**config.mk**
```make
export PLATFORM = sky130hd
export DESIGN_NAME = muldiv_unit_flat
export DESIGN_NICKNAME = d
export VERILOG_FILES = /design/src/rtl/muldiv_unit_if.sv /design/src/rtl/muldiv_unit.sv /design/src/flat_wrapper.sv
export SDC_FILE = /design/constraint.sdc
export NUM_CORES = 1
export LEC_CHECK = 0
export BUFFER_PORTS_ARGS = -buffer_cell sky130_fd_sc_hd__buf_2
export CAP_MARGIN = 30
export CORE_ASPECT_RATIO = 1.75
export CORE_UTILIZATION = 30
export DETAILED_ROUTE_END_ITERATION = 7
export PLACE_DENSITY_LB_ADDON = 0.2
export SLEW_MARGIN = 20
export SYNTH_ARGS = -nofsm -noshare
export SYNTH_HDL_FRONTEND = slang
export SYNTH_SLANG_ARGS = --single-unit
```
**constraint.sdc**
```tcl
create_clock -name clk -period 6.6 [get_ports clk]
set_clock_uncertainty 0.1 [all_clocks]
set_input_delay 0.66 -clock clk [delete_from_list [all_inputs] [get_ports clk]]
set_output_delay 0.66 -clock clk [all_outputs]
set_load 0.05 [all_outputs]
```
**src/rtl/muldiv_unit_if.sv**
```systemverilog
// Request/response bundle between operand read, the RV32M multiply/divide unit and write-back.
// The master drives requests and flushes; the slave returns busy, the result strobe and its data.
interface muldiv_unit_if #(
  parameter int unsigned DATA_WIDTH    = 32,
  parameter int unsigned ADDRESS_WIDTH = 5
);
  logic                     start;
  logic [2:0]               funct3;
  logic [DATA_WIDTH-1:0]    op_a;
  logic [DATA_WIDTH-1:0]    op_b;
  logic [ADDRESS_WIDTH-1:0] rd_in;
  logic                     kill;
  logic                     busy;
  logic                     valid;
  logic [DATA_WIDTH-1:0]    result;
  logic [ADDRESS_WIDTH-1:0] rd_out;

  modport master (
    output start, funct3, op_a, op_b, rd_in, kill,
    input  busy, valid, result, rd_out
  );

  modport slave (
    input  start, funct3, op_a, op_b, rd_in, kill,
    output busy, valid, result, rd_out
  );
endinterface

```
**src/rtl/muldiv_unit.sv**
```systemverilog
// Iterative RV32M multiply/divide unit: one shift-add or restoring shift-subtract step per cycle
// on operand magnitudes, with sign correction on the final step.
module muldiv_unit #(
  parameter int unsigned DATA_WIDTH    = 32,
  parameter int unsigned ADDRESS_WIDTH = 5
) (
  input logic          clk,
  input logic          rst_n,
  muldiv_unit_if.slave bus
);
  localparam int unsigned W        = DATA_WIDTH;
  localparam int unsigned CntWidth = $clog2(DATA_WIDTH + 1);

  typedef enum logic [1:0] {StIdle, StCalc, StDone} state_e;

  state_e                   state_q;
  logic [2:0]               funct3_q;
  logic [W-1:0]             opnd_q;    // multiplicand (mul) or divisor (div) magnitude
  logic [2*W-1:0]           acc_q;     // {product hi, multiplier} or {remainder, quotient}
  logic                     neg_q;
  logic [CntWidth-1:0]      cnt_q;
  logic [W-1:0]             result_q;
  logic [ADDRESS_WIDTH-1:0] rd_q;
  logic [ADDRESS_WIDTH-1:0] rd_out_q;

  // Request decode
  logic         signed_a, signed_b, a_neg, b_neg, is_div;
  logic         div_zero, div_ovf, special, start_neg;
  logic [W-1:0] mag_a, mag_b, special_res;

  assign signed_a  = !(bus.funct3 inside {3'b011, 3'b101, 3'b111});
  assign signed_b  = bus.funct3 inside {3'b000, 3'b001, 3'b100, 3'b110};
  assign a_neg     = signed_a && bus.op_a[W-1];
  assign b_neg     = signed_b && bus.op_b[W-1];
  assign mag_a     = a_neg ? -bus.op_a : bus.op_a;
  assign mag_b     = b_neg ? -bus.op_b : bus.op_b;
  assign is_div    = bus.funct3[2];
  assign div_zero  = is_div && (bus.op_b == '0);
  assign div_ovf   = is_div && !bus.funct3[0] && (bus.op_a == {1'b1, {(W-1){1'b0}}})
                     && (bus.op_b == '1);
  assign special   = div_zero || div_ovf;
  // Remainder follows the dividend's sign; products and quotients follow the sign xor.
  assign start_neg = (is_div && bus.funct3[1]) ? a_neg : (a_neg ^ b_neg);

  always_comb begin
    special_res = '0;
    if (div_zero) begin
      special_res = bus.funct3[1] ? bus.op_a : '1;
    end else begin
      special_res = bus.funct3[1] ? '0 : bus.op_a;
    end
  end

  // Iteration step
  logic [W:0]     mul_sum, div_top, div_diff;
  logic [2*W-1:0] mul_next, div_next, acc_next, mul_fix;
  logic [W-1:0]   quo_fix, rem_fix, final_res;

  assign mul_sum  = {1'b0, acc_q[2*W-1:W]} + (acc_q[0] ? {1'b0, opnd_q} : '0);
  assign mul_next = {mul_sum, acc_q[W-1:1]};
  assign div_top  = acc_q[2*W-1:W-1];
  assign div_diff = div_top - {1'b0, opnd_q};
  // A clear borrow bit means the shifted remainder covers the divisor.
  assign div_next = !div_diff[W] ? {div_diff[W-1:0], acc_q[W-2:0], 1'b1}
                                 : {acc_q[2*W-2:0], 1'b0};
  assign acc_next = funct3_q[2] ? div_next : mul_next;

  assign mul_fix = neg_q ? -acc_next : acc_next;
  assign quo_fix = neg_q ? -acc_next[W-1:0] : acc_next[W-1:0];
  assign rem_fix = neg_q ? -acc_next[2*W-1:W] : acc_next[2*W-1:W];

  always_comb begin
    final_res = '0;
    case (funct3_q)
      3'b000:                 final_res = mul_fix[W-1:0];
      3'b001, 3'b010, 3'b011: final_res = mul_fix[2*W-1:W];
      3'b100, 3'b101:         final_res = quo_fix;
      default:                final_res = rem_fix;
    endcase
  end

  always_ff @(posedge clk or negedge rst_n) begin
    if (!rst_n) begin
      state_q  <= StIdle;
      funct3_q <= '0;
      opnd_q   <= '0;
      acc_q    <= '0;
      neg_q    <= 1'b0;
      cnt_q    <= '0;
      result_q <= '0;
      rd_q     <= '0;
      rd_out_q <= '0;
    end else begin
      case (state_q)
        StIdle: begin
          if (bus.start && !bus.kill) begin
            funct3_q <= bus.funct3;
            rd_q     <= bus.rd_in;
            neg_q    <= start_neg;
            if (special) begin
              result_q <= special_res;
              rd_out_q <= bus.rd_in;
              state_q  <= StDone;
            end else begin
              opnd_q  <= is_div ? mag_b : mag_a;
              acc_q   <= {{W{1'b0}}, (is_div ? mag_a : mag_b)};
              cnt_q   <= CntWidth'(W);
              state_q <= StCalc;
            end
          end
        end
        StCalc: begin
          if (bus.kill) begin
            state_q <= StIdle;
          end else begin
            acc_q <= acc_next;
            cnt_q <= cnt_q - 1'b1;
            if (cnt_q == CntWidth'(1)) begin
              result_q <= final_res;
              rd_out_q <= rd_q;
              state_q  <= StDone;
            end
          end
        end
        default: state_q <= StIdle;
      endcase
    end
  end

  assign bus.busy   = (state_q != StIdle);
  assign bus.valid  = (state_q == StDone);
  assign bus.result = result_q;
  assign bus.rd_out = rd_out_q;
endmodule

```
**src/flat_wrapper.sv**
```systemverilog
// flat-port wrapper written by rule: the top's interface ports become plain ports
module muldiv_unit_flat 
#(
  parameter int unsigned DATA_WIDTH    = 32,
  parameter int unsigned ADDRESS_WIDTH = 5
)
  (clk, rst_n, bus_start, bus_funct3, bus_op_a, bus_op_b, bus_rd_in, bus_kill, bus_busy, bus_valid, bus_result, bus_rd_out);
  muldiv_unit_if #(.DATA_WIDTH(DATA_WIDTH), .ADDRESS_WIDTH(ADDRESS_WIDTH)) bus_i ();
  input logic clk;
  input logic rst_n;
  input wire logic [$bits(bus_i.start)-1:0] bus_start;
  input wire logic [$bits(bus_i.funct3)-1:0] bus_funct3;
  input wire logic [$bits(bus_i.op_a)-1:0] bus_op_a;
  input wire logic [$bits(bus_i.op_b)-1:0] bus_op_b;
  input wire logic [$bits(bus_i.rd_in)-1:0] bus_rd_in;
  input wire logic [$bits(bus_i.kill)-1:0] bus_kill;
  output wire logic [$bits(bus_i.busy)-1:0] bus_busy;
  output wire logic [$bits(bus_i.valid)-1:0] bus_valid;
  output wire logic [$bits(bus_i.result)-1:0] bus_result;
  output wire logic [$bits(bus_i.rd_out)-1:0] bus_rd_out;
  assign bus_i.start = bus_start;
  assign bus_i.funct3 = bus_funct3;
  assign bus_i.op_a = bus_op_a;
  assign bus_i.op_b = bus_op_b;
  assign bus_i.rd_in = bus_rd_in;
  assign bus_i.kill = bus_kill;
  assign bus_busy = bus_i.busy;
  assign bus_valid = bus_i.valid;
  assign bus_result = bus_i.result;
  assign bus_rd_out = bus_i.rd_out;
  muldiv_unit #(.DATA_WIDTH(DATA_WIDTH), .ADDRESS_WIDTH(ADDRESS_WIDTH)) u_core (.clk(clk), .rst_n(rst_n), .bus(bus_i));
endmodule
```
== Yosys cells after proc, flatten, opt, wreduce, memory -nomap -nowiden ==
Cells that the tools add are included.

* Equal/unequal tests: 22
* Reductions and logical operators: 27
* $add $sub $neg: 8
* Multiplexer cells: 38
* Bitwise logic cells: 2

{| class="wikitable"
|+ Operator list
! operator !! number
|-
| 2-to-1 mux 32 bit || 14
|-
| 2-to-1 mux 64 bit || 6
|-
| negator 32 bit || 4
|-
| one-hot mux 64 bit (2 select lines) || 1
|-
| one-hot mux 32 bit (3 select lines) || 1
|-
| equality test 32 bit (second input constant) || 2
|-
| negator 64 bit || 1
|-
| one-hot mux 32 bit (2 select lines) || 1
|-
| adder 32 x 33 -> 33 bit || 1
|-
| subtractor 33 x 32 -> 33 bit || 1
|-
| logical NOT 32 bit || 1
|-
| 2-to-1 mux 5 bit || 4
|-
| equality test 3 bit (second input constant) || 6
|-
| 2-to-1 mux 6 bit || 3
|-
| one-hot mux 6 bit (2 select lines) || 1
|-
| one-hot mux 5 bit (2 select lines) || 1
|-
| equality test 3 x 2 -> 1 bit (second input constant) || 3
|-
| logical AND 1 bit || 8
|-
| 2-to-1 mux 2 bit || 4
|-
| equality test 3 x 1 -> 1 bit (second input constant) || 2
|-
| equality test 6 x 1 -> 1 bit (second input constant) || 1
|-
| logical NOT 3 bit || 2
|-
| inequality test 2 x 1 -> 1 bit (second input constant) || 3
|-
| subtractor 6 x 1 -> 6 bit (second input constant) || 1
|-
| 20 further kinds || 25
|}

* Register bits: 150
* Bits of input ports: 76
* Output and inout bits: 39
* Word-level logic and storage cells: 106

== Logic depth before layout (Yosys ltp) ==
Gate-level depths: netlist of the first run.

* Depth after elaboration: 9
* Gate-level depth with buffers: 24

== Least setup slack after synthesis of the first run ==
No wires, ideal clock.

* Path kind: register to register
* From: register u_core.acc_q[31]
* To: register u_core.result_q[28] (netlist: u_core.bus.result[28])
* Data arrival time: 5167 ps
* Slack: 1204 ps
* Period minus slack after synthesis: 5396 ps
* Buffers on the path: 1
* Cell stages (with the launch flop): 24
* Data required time: 6372 ps
* Path through: dfrtp_1 > inv_1 > ha_1 > inv_1 > fa_1 > a211oi_2 > o211ai_2 > a211oi_2 > nor3_4 > nor2_1 > buf_2 > nor3_1 > nor2_1 > ha_1 > o211ai_1 > nor4_1 > nand2_1 > or3_1 > or4_1 > o41ai_2 > nand3_1 > xor2_1 > a221oi_1 > o21ai_1

* Word-level cells in the longest chain between the ends: 9
* Elaborated cells on any way between the ends: 13
* Those cells by class: 4 x add/sub; 9 x mux

{| class="wikitable"
|+ Ends and longest elaborated chain
! element !! RTL line !! text
|-
| start, declared || muldiv_unit.sv:19 || <nowiki>logic [2*W-1:0] acc_q;</nowiki>
|-
| start signal, assigned || muldiv_unit.sv:106 || <nowiki>acc_q <= {{W{1'b0}}, (is_div ? mag_a : mag_b)};</nowiki>
|-
| start signal, assigned || muldiv_unit.sv:116 || <nowiki>acc_q <= acc_next;</nowiki>
|-
| subtractor 33 x 32 -> 33 bit || muldiv_unit.sv:62 || <nowiki>assign div_diff = div_top - {1'b0, opnd_q};</nowiki>
|-
| 2-to-1 mux 64 bit || muldiv_unit.sv:64 || <nowiki>assign div_next = !div_diff[W] ? {div_diff[W-1:0], acc_q[W-2:0], 1'b1}</nowiki>
|-
| 2-to-1 mux 64 bit (*) || muldiv_unit.sv:66 || <nowiki>assign acc_next = funct3_q[2] ? div_next : mul_next;</nowiki>
|-
| negator 64 bit (tied with other cells) || muldiv_unit.sv:68 || <nowiki>assign mul_fix = neg_q ? -acc_next : acc_next;</nowiki>
|-
| 2-to-1 mux 64 bit (tied with other cells) || muldiv_unit.sv:68 ||
|-
| one-hot mux 32 bit (3 select lines) (*) || muldiv_unit.sv:74 || <nowiki>case (funct3_q)</nowiki>
|-
| 2-to-1 mux 32 bit (*) || muldiv_unit.sv:118 || <nowiki>if (cnt_q == CntWidth'(1)) begin</nowiki>
|-
| 2-to-1 mux 32 bit (*) || muldiv_unit.sv:113 || <nowiki>if (bus.kill) begin</nowiki>
|-
| one-hot mux 32 bit (2 select lines) (*) || muldiv_unit.sv:94 || <nowiki>case (state_q)</nowiki>
|-
| end signal, assigned || muldiv_unit.sv:101 || <nowiki>result_q <= special_res;</nowiki>
|-
| end signal, assigned || muldiv_unit.sv:119 || <nowiki>result_q <= final_res;</nowiki>
|-
| end, declared || muldiv_unit.sv:22 || <nowiki>logic [W-1:0] result_q;</nowiki>
|}

Mark *: on every way between the ends. The rest lies on a longest branch, timed or not. The select of a mux whose other input is x is not followed.
A chain may end at the register's enable or synchronous reset.

== Worst setup path after layout of the first run ==
Same ends and word-level chain as after synthesis.

==> results of run 1 <==
==> logic make-up (layout without fill, tap and decap cells) <==
family | Yosys count | in the layout
compound gates | 777 | 777
simple gates | 761 | 761
buf+inv | 202 | 293
xor+xnor | 188 | 188
flops | 150 | 150
fa+ha+maj | 73 | 73
mux | 72 | 72
other cells | 0 | 1
==> report_power, final <==
group | internal, mW | leakage, nW | switching, mW
clock network | 0.512 | 0.295 | 0.517
logic | 2.56 | 5.69 | 5.09
registers | 1.28 | 1.88 | 0.437
total | 4.35 | 7.86 | 6.04
==> routing by layer <==
metal | up-vias | routed length, um | part of all wire, %
li1 | 8254 | - | -
met3 | 248 | 2973 | 3.8
met4 | 0 | 8066 | 10
met5 | - | 0 | 0
met1 | 8454 | 26570 | 34
met2 | 636 | 41010 | 52
==> cells in the mapped netlist (27+ instances only) <==
| master | count |
|---|---|
| sky130_fd_sc_hd__clkbuf_1 | 93 |
| sky130_fd_sc_hd__nand4_1 | 30 |
| sky130_fd_sc_hd__a31oi_1 | 29 |
| sky130_fd_sc_hd__and2_1 | 42 |
| sky130_fd_sc_hd__o21ai_0 | 241 |
| sky130_fd_sc_hd__nand3_1 | 46 |
| sky130_fd_sc_hd__ha_1 | 71 |
| sky130_fd_sc_hd__inv_1 | 69 |
| sky130_fd_sc_hd__xnor2_1 | 103 |
| sky130_fd_sc_hd__a211oi_1 | 27 |
| sky130_fd_sc_hd__dfrtp_1 | 150 |
| sky130_fd_sc_hd__mux2i_1 | 51 |
| sky130_fd_sc_hd__nand2_1 | 282 |
| sky130_fd_sc_hd__nor3_1 | 54 |
| sky130_fd_sc_hd__a21oi_1 | 232 |
| sky130_fd_sc_hd__nor2_1 | 184 |
| sky130_fd_sc_hd__xor2_1 | 85 |
==> layout make-up <==
type | count | area [um2] | area share [%]
multi-input combinational | 1871 | 11840 | 64.10
sequential | 150 | 3759 | 20.35
timing repair buffer | 190 | 1142 | 6.185
tap | 684 | 855.8 | 4.634
clock buffer | 17 | 425.4 | 2.303
inverter | 71 | 266.5 | 1.443
clock inverter | 15 | 178.9 | 0.9688
antenna | 1 | 2.502 | 0.01355
==> final timing paths <==
path                                                   start                           endpoint
setup / recovery                u_core.acc_q[31]$_DFFE_PN0P_  u_core.bus.result[28]$_DFFE_PN0P_
hold / removal                                         rst_n        u_core.acc_q[6]$_DFFE_PN0P_
setup reg to reg                u_core.acc_q[31]$_DFFE_PN0P_  u_core.bus.result[28]$_DFFE_PN0P_
hold reg to reg            u_core.bus.result[13]$_DFFE_PN0P_  u_core.bus.result[13]$_DFFE_PN0P_
max in group asynchronous                              rst_n  u_core.bus.result[27]$_DFFE_PN0P_
min in group clk                                bus_rd_in[3]         u_core.rd_q[3]$_DFFE_PN0P_
==> critical path, cell delays in order, from the launching register on <==
cell,delay [ps]
sky130_fd_sc_hd__dfrtp_1,410
sky130_fd_sc_hd__inv_1,80
sky130_fd_sc_hd__ha_1,150
sky130_fd_sc_hd__inv_1,50
sky130_fd_sc_hd__fa_1,440
sky130_fd_sc_hd__a211oi_2,270
sky130_fd_sc_hd__o211ai_2,230
sky130_fd_sc_hd__a211oi_4,420
sky130_fd_sc_hd__nor3_4,170
sky130_fd_sc_hd__nor2_1,190
sky130_fd_sc_hd__nor3_1,100
sky130_fd_sc_hd__buf_2,200
sky130_fd_sc_hd__nor2_1,140
sky130_fd_sc_hd__ha_1,220
sky130_fd_sc_hd__o211ai_1,200
sky130_fd_sc_hd__nor4_2,480
sky130_fd_sc_hd__nand2_1,130
sky130_fd_sc_hd__or3_1,430
sky130_fd_sc_hd__or4_1,480
sky130_fd_sc_hd__o41ai_2,600
sky130_fd_sc_hd__nand3_1,170
sky130_fd_sc_hd__xor2_1,170
sky130_fd_sc_hd__a221oi_1,240
sky130_fd_sc_hd__o21ai_1,110
==> through the flow <==
stage / setup WS (ps) / power [mW]
after floorplan: 1204 / 6.620
after global placement: 395.0 / 9.171
after detailed placement: 271.2 / 9.157
after CTS: 239.8 / 10.24
after global routing: 47.64 / 11.00
final: 306.4 / 10.39
==> registers in the layout, indices dropped and copies added, names as in the netlist <==
register	count
u_core.rd_q	5
u_core.acc_q	64
u_core.cnt_q	6
u_core.state_q	2
u_core.bus.rd_out	5
u_core.neg_q	1
u_core.bus.result	32
u_core.funct3_q	3
u_core.opnd_q	32
==> repair_timing <==
item	4_1_cts	5_1_grt
setup endpoints to repair	0	6
hold endpoints to repair	0	0
gates resized for setup	0	2
==> impl_metrics.env, run 1 <==
export IMPL_status="finished clean"
export IMPL_wl_per_cell_um=26.22
export IMPL_synth_xor_area_share_pct=10.06
export IMPL_cts_reportedPaths_clkPinSlew_ps=80
export IMPL_setup_viol_count_final=0
export IMPL_grt_util_met3_pct=3.421
export IMPL_place_port_buffers=114
export IMPL_clkLatencyLatePin_ps=470
export IMPL_final_nets=2450
export IMPL_yosys_area_share_simple_pct=21.98
export IMPL_detailroute_via_count=17592
export IMPL_slew_headroom_pct=32.83
export IMPL_grt_use_met1_pct=27.88
export IMPL_fp_dieArea_mm2=0.05552
export IMPL_drt_antenna_violating_nets=0
export IMPL_timing_final_hold_violations=0
export IMPL_cts_hold_buffers_added=0
export IMPL_synth_largest_type_area_fraction_pct=22.94
export IMPL_first_global_vias=17807
export IMPL_r2r_slack_ps=310
export IMPL_setup_repair_after_global_routing_missed_its_margin="false"
export IMPL_die_h_um=311.0
export IMPL_finalCoreUtilization_pct=34.50
export IMPL_drc_errors=0
export IMPL_max_clock_freq_mhz=158.9
export IMPL_post_place_cells=2963
export IMPL_cp_start_kind="flop"
export IMPL_holdCritPathClass="input port to async pin"
export IMPL_top_reg_cell_synth="sky130_fd_sc_hd__dfrtp_1"
export IMPL_max_clock_path_buffers=2
export IMPL_die_x_um=178.6
export IMPL_drive_above_1_share_pct=13.14
export IMPL_numCtsBuffers=17
export IMPL_synth_lib_cells_used_distinct=94
export IMPL_row_count=112
export IMPL_ys_warn_count=0
export IMPL_synth_seq_area_share_pct=22.94
export IMPL_grt_util_all_layers_pct=28.77
export IMPL_maxCapViolations=0
export IMPL_synth_edff_count=0
export IMPL_dp_hpwl_um=64010
export IMPL_power_density_mw_per_mm2=562.6
export IMPL_cts_max_level=4
export IMPL_path_max_fanout=10
export IMPL_hold_ws_ps=47.28
export IMPL_post_cts_setup_buffer_count=0
export IMPL_syn2layout_area_growth_pct=12.86
export IMPL_setup_total_neg_slack_ps=0
export IMPL_number_of_top_level_design_ports=115
export IMPL_worst_endpoint_required_ps=6860
export IMPL_initial_core_util_pct=30.57
export IMPL_first_iter_violations=1256
export IMPL_clock_tree_from_tritoncts="built"
export IMPL_reg2regPathDepth=23
export IMPL_global_route_usage_met2_pct=52.52
export IMPL_synth_largest_area_cell="sky130_fd_sc_hd__dfrtp_1"
export IMPL_layout_min_cycle_time_ps=6294
export IMPL_initial_antenna_violation_count=1
export IMPL_power_leakage_nw=7.858
export IMPL_critPathCaptureType="flop"
export IMPL_ys_ff_latch=150
export IMPL_worst_slew_pin_slew_ps=1003
export IMPL_asyncSetResetFlopFracSynth_pct=100.0
export IMPL_placed_cell_area_mm2=0.01783
export IMPL_routed_via_density=5.866
export IMPL_netlist_area_mm2=0.01636
export IMPL_layout_cell_area_non_filler_mm2=0.01847
export IMPL_timing_setup_critical_path_class="flop to flop"
export IMPL_cts_sink_count=150
export IMPL_ys_top_cells_by_area="sky130_fd_sc_hd__dfrtp_1 (23%), sky130_fd_sc_hd__o21ai_0 (7.4%), sky130_fd_sc_hd__a21oi_1 (7.1%), sky130_fd_sc_hd__nand2_1 (6.5%), sky130_fd_sc_hd__xnor2_1 (5.5%)"
export IMPL_grt_overflow=0
export IMPL_layout_cells_most_common="sky130_fd_sc_hd__nand2_1"
export IMPL_synth_compound_area_share_pct=29.75
export IMPL_synthesis_instances=2223
export IMPL_clock_tree_root_cell="sky130_fd_sc_hd__clkbuf_16"
export IMPL_routed_wirelength_um=78620
export IMPL_grt_pass1_wl_um=115900
export IMPL_synth_adder_area_share_pct=5.673
export IMPL_finalNonFillerCells=2999
export IMPL_top_usage_layer="met2"
export IMPL_fp_coreArea_mm2=0.05353
export IMPL_grt_start_max_net_pins=67
export IMPL_vdd_ir_drop_worst_mv=0.2388
export IMPL_muxShareOfSynthArea_pct=4.565
export IMPL_routability_cong=1.064
export IMPL_combinational_family_with_the_most_area_after_synthesis="compound AO/OA/AOI/OAI gates"
export IMPL_period_share_pct=95.36
export IMPL_worst_endpoint_arrival_ps=6550
export IMPL_synthesized_area_per_cell_um2=7.361
export IMPL_n_fill_cell=5826
export IMPL_slew_viol_final=0
export IMPL_postSynthNetCount=2372
export IMPL_mostFrequentLayoutCells="sky130_fd_sc_hd__nand2_1 (281), sky130_fd_sc_hd__o21ai_0 (240), sky130_fd_sc_hd__a21oi_1 (232)"
export IMPL_drt_pass1_iter_count=5
Power figures use the tool's default switching activity.
==> inputs of run 2 (changes only) <==
Settings changed: CORE_UTILIZATION 30 to 50.
==> impl_metrics.env, run 2 (synthesized netlist as in run 1, its figures left out) <==
export IMPL_die_x_um=138.8
export IMPL_cp_depth=22
export IMPL_cts_resized_gates=0
export IMPL_drive_above_1_share_pct=12.66
export IMPL_critical_path_slowest_cell="sky130_fd_sc_hd__o21ai_4"
export IMPL_fp_coreArea_mm2=0.03222
export IMPL_first_iter_violations=1446
export IMPL_status="finished clean"
export IMPL_clock_tree_root_cell="sky130_fd_sc_hd__clkbuf_16"
export IMPL_syn2layout_area_growth_pct=10.33
export IMPL_setup_total_neg_slack_ps=0
export IMPL_setup_repair_after_global_routing_missed_its_margin="false"
export IMPL_dp_hpwl_um=55030
export IMPL_fp_dieArea_mm2=0.03349
export IMPL_worst_path_largest_cell_delay_ps=700
export IMPL_worst_slew_pin_slew_ps=978.7
export IMPL_max_clock_freq_mhz=162.8
export IMPL_max_clock_path_buffers=2
export IMPL_grt_overflow=0
export IMPL_mostFrequentLayoutCells="sky130_fd_sc_hd__nand2_1 (281), sky130_fd_sc_hd__o21ai_0 (241), sky130_fd_sc_hd__a21oi_1 (231)"
export IMPL_wl_per_cell_um=25.94
export IMPL_cp_start_kind="flop"
export IMPL_timing_critical_path_mode_cell="sky130_fd_sc_hd__inv_1"
export IMPL_maxCapViolations=0
export IMPL_vdd_ir_drop_worst_mv=0.2337
export IMPL_finalCoreUtilization_pct=56.03
export IMPL_final_nets=2435
export IMPL_drt_pass1_iter_count=5
export IMPL_combined_buffer_and_inverter_count_along_the_critical_path=4
export IMPL_grt_start_max_net_pins=88
export IMPL_timing_critical_path_from="u_core.acc_q[31]$_DFFE_PN0P_"
export IMPL_worst_endpoint_arrival_ps=6390
export IMPL_drt_antenna_violating_nets=0
export IMPL_holdCritPathClass="input port to async pin"
export IMPL_cts_hold_buffers_added=0
export IMPL_power_density_mw_per_mm2=560.3
export IMPL_routed_wirelength_um=70070
export IMPL_slew_headroom_pct=33.90
export IMPL_worstPathCellList="inv_1 > ha_1 > inv_1 > fa_1 > a211oi_2 > o211ai_2 > a211oi_2 > nor3_4 > buf_4 > o21ai_4 > nand2_1 > mux2i_1 > a21oi_1 > inv_1 > ha_1 > nand2_1 > or4_1 > o41ai_2 > nand3_1 > xor2_1 > a221oi_1 > o21ai_1"
export IMPL_cts_sink_count=150
export IMPL_path_max_fanout=24
export IMPL_number_of_top_level_design_ports=115
export IMPL_critical_path_endpoint="u_core.bus.result[28]$_DFFE_PN0P_"
export IMPL_detailroute_via_count=18004
export IMPL_initial_core_util_pct=50.79
export IMPL_total_power_mw=10.12
export IMPL_power_leakage_nw=7.802
export IMPL_routability_cong=1.124
export IMPL_routed_via_density=6.666
export IMPL_setup_viol_count_final=0
export IMPL_critPathCaptureType="flop"
export IMPL_drc_errors=0
export IMPL_clkLatencyLatePin_ps=470
export IMPL_layout_cells_most_common="sky130_fd_sc_hd__nand2_1"
export IMPL_regToRegStartpoint="u_core.acc_q[31]$_DFFE_PN0P_"
export IMPL_reg2regPathDepth=22
export IMPL_period_share_pct=93.07
export IMPL_post_cts_setup_buffer_count=0
export IMPL_r2r_slack_ps=460
export IMPL_place_port_buffers=114
export IMPL_clock_tree_from_tritoncts="built"
export IMPL_timing_setup_critical_path_class="flop to flop"
export IMPL_row_count=87
export IMPL_critPathTopFamily="compound AO/OA/AOI/OAI gates"
export IMPL_grt_util_all_layers_pct=41.99
export IMPL_cts_reportedPaths_clkPinSlew_ps=80
export IMPL_grt_pass1_wl_um=104500
export IMPL_numCtsBuffers=17
export IMPL_worst_endpoint_required_ps=6850
export IMPL_hold_ws_ps=170.8
export IMPL_regMostFlops="u_core.acc_q"
export IMPL_die_h_um=241.3
export IMPL_timing_final_hold_violations=0
export IMPL_layout_min_cycle_time_ps=6143
export IMPL_largest_register_ff_count=64
export IMPL_worst_r2r_endpoint="u_core.bus.result[28]$_DFFE_PN0P_"
export IMPL_initial_antenna_violation_count=4
export IMPL_cts_max_level=4
export IMPL_slew_viol_final=0
export IMPL_first_global_vias=17508
## run 2: through the flow
step                setup slack [ps]  std cells  cell area [um2]
CTS                            465.5       2697            17980
global placement               619.5       2662            17350
floorplan                       1204       2223            16360
detailed placement             501.9       2665            17390
global route                   118.1       2699            18050
finish                         457.4       2701            18050
## run 2: how the worst min path moves through the flow
stage          depth (start not counted)                              from                          endpoint
2_1_floorplan                          0                             rst_n       u_core.acc_q[0]$_DFFE_PN0P_
3_3_place_gp                           2  u_core.bus.result[6]$_DFFE_PN0P_  u_core.bus.result[6]$_DFFE_PN0P_
3_5_place_dp                           2  u_core.bus.result[6]$_DFFE_PN0P_  u_core.bus.result[6]$_DFFE_PN0P_
4_1_cts                                1                             rst_n  u_core.bus.result[3]$_DFFE_PN0P_
5_1_grt                                1                             rst_n     u_core.opnd_q[24]$_DFFE_PN0P_
6_report                               1                             rst_n     u_core.opnd_q[26]$_DFFE_PN0P_
## run 2: worst reg2reg max path: cells and delay by family (launching register included)
family          cells  cell delay (ps)
simple gates        5             1230
compound gates      8             2660
xor+xnor            1              170
flops               1              400
fa+ha+maj           3              810
buf+inv             4              450
mux                 1              190
## run 2: cell type report
type                            instances  area, um2
Timing Repair Buffer                  175       1089
Clock inverter                         15      167.7
Sequential cell                       150       3759
Fill cell                            3119      14170
Inverter                               71      266.5
Clock buffer                           17      425.4
Tap cell                              400      500.5
Multi-Input combinational cell       1871      11840
Antenna cell                            2      5.005
## run 2: per-layer routing
layer / GRT usage (%) / wire, um / up-vias
met5: 0 / 13 / -
met1: 41.99 / 23780 / 8481
met2: 72.97 / 33830 / 940
met4: 42.36 / 7608 / 2
li1: - / - / 8228
met3: 7.610 / 4841 / 353
## run 2: power by group
group	switching [mW]	internal (mW)	leakage, nW	total (mW)
Combinational	4.91	2.48	5.64	7.40
Clock	0.506	0.510	0.289	1.02
Sequential	0.424	1.28	1.88	1.70
Total	5.84	4.27	7.80	10.1
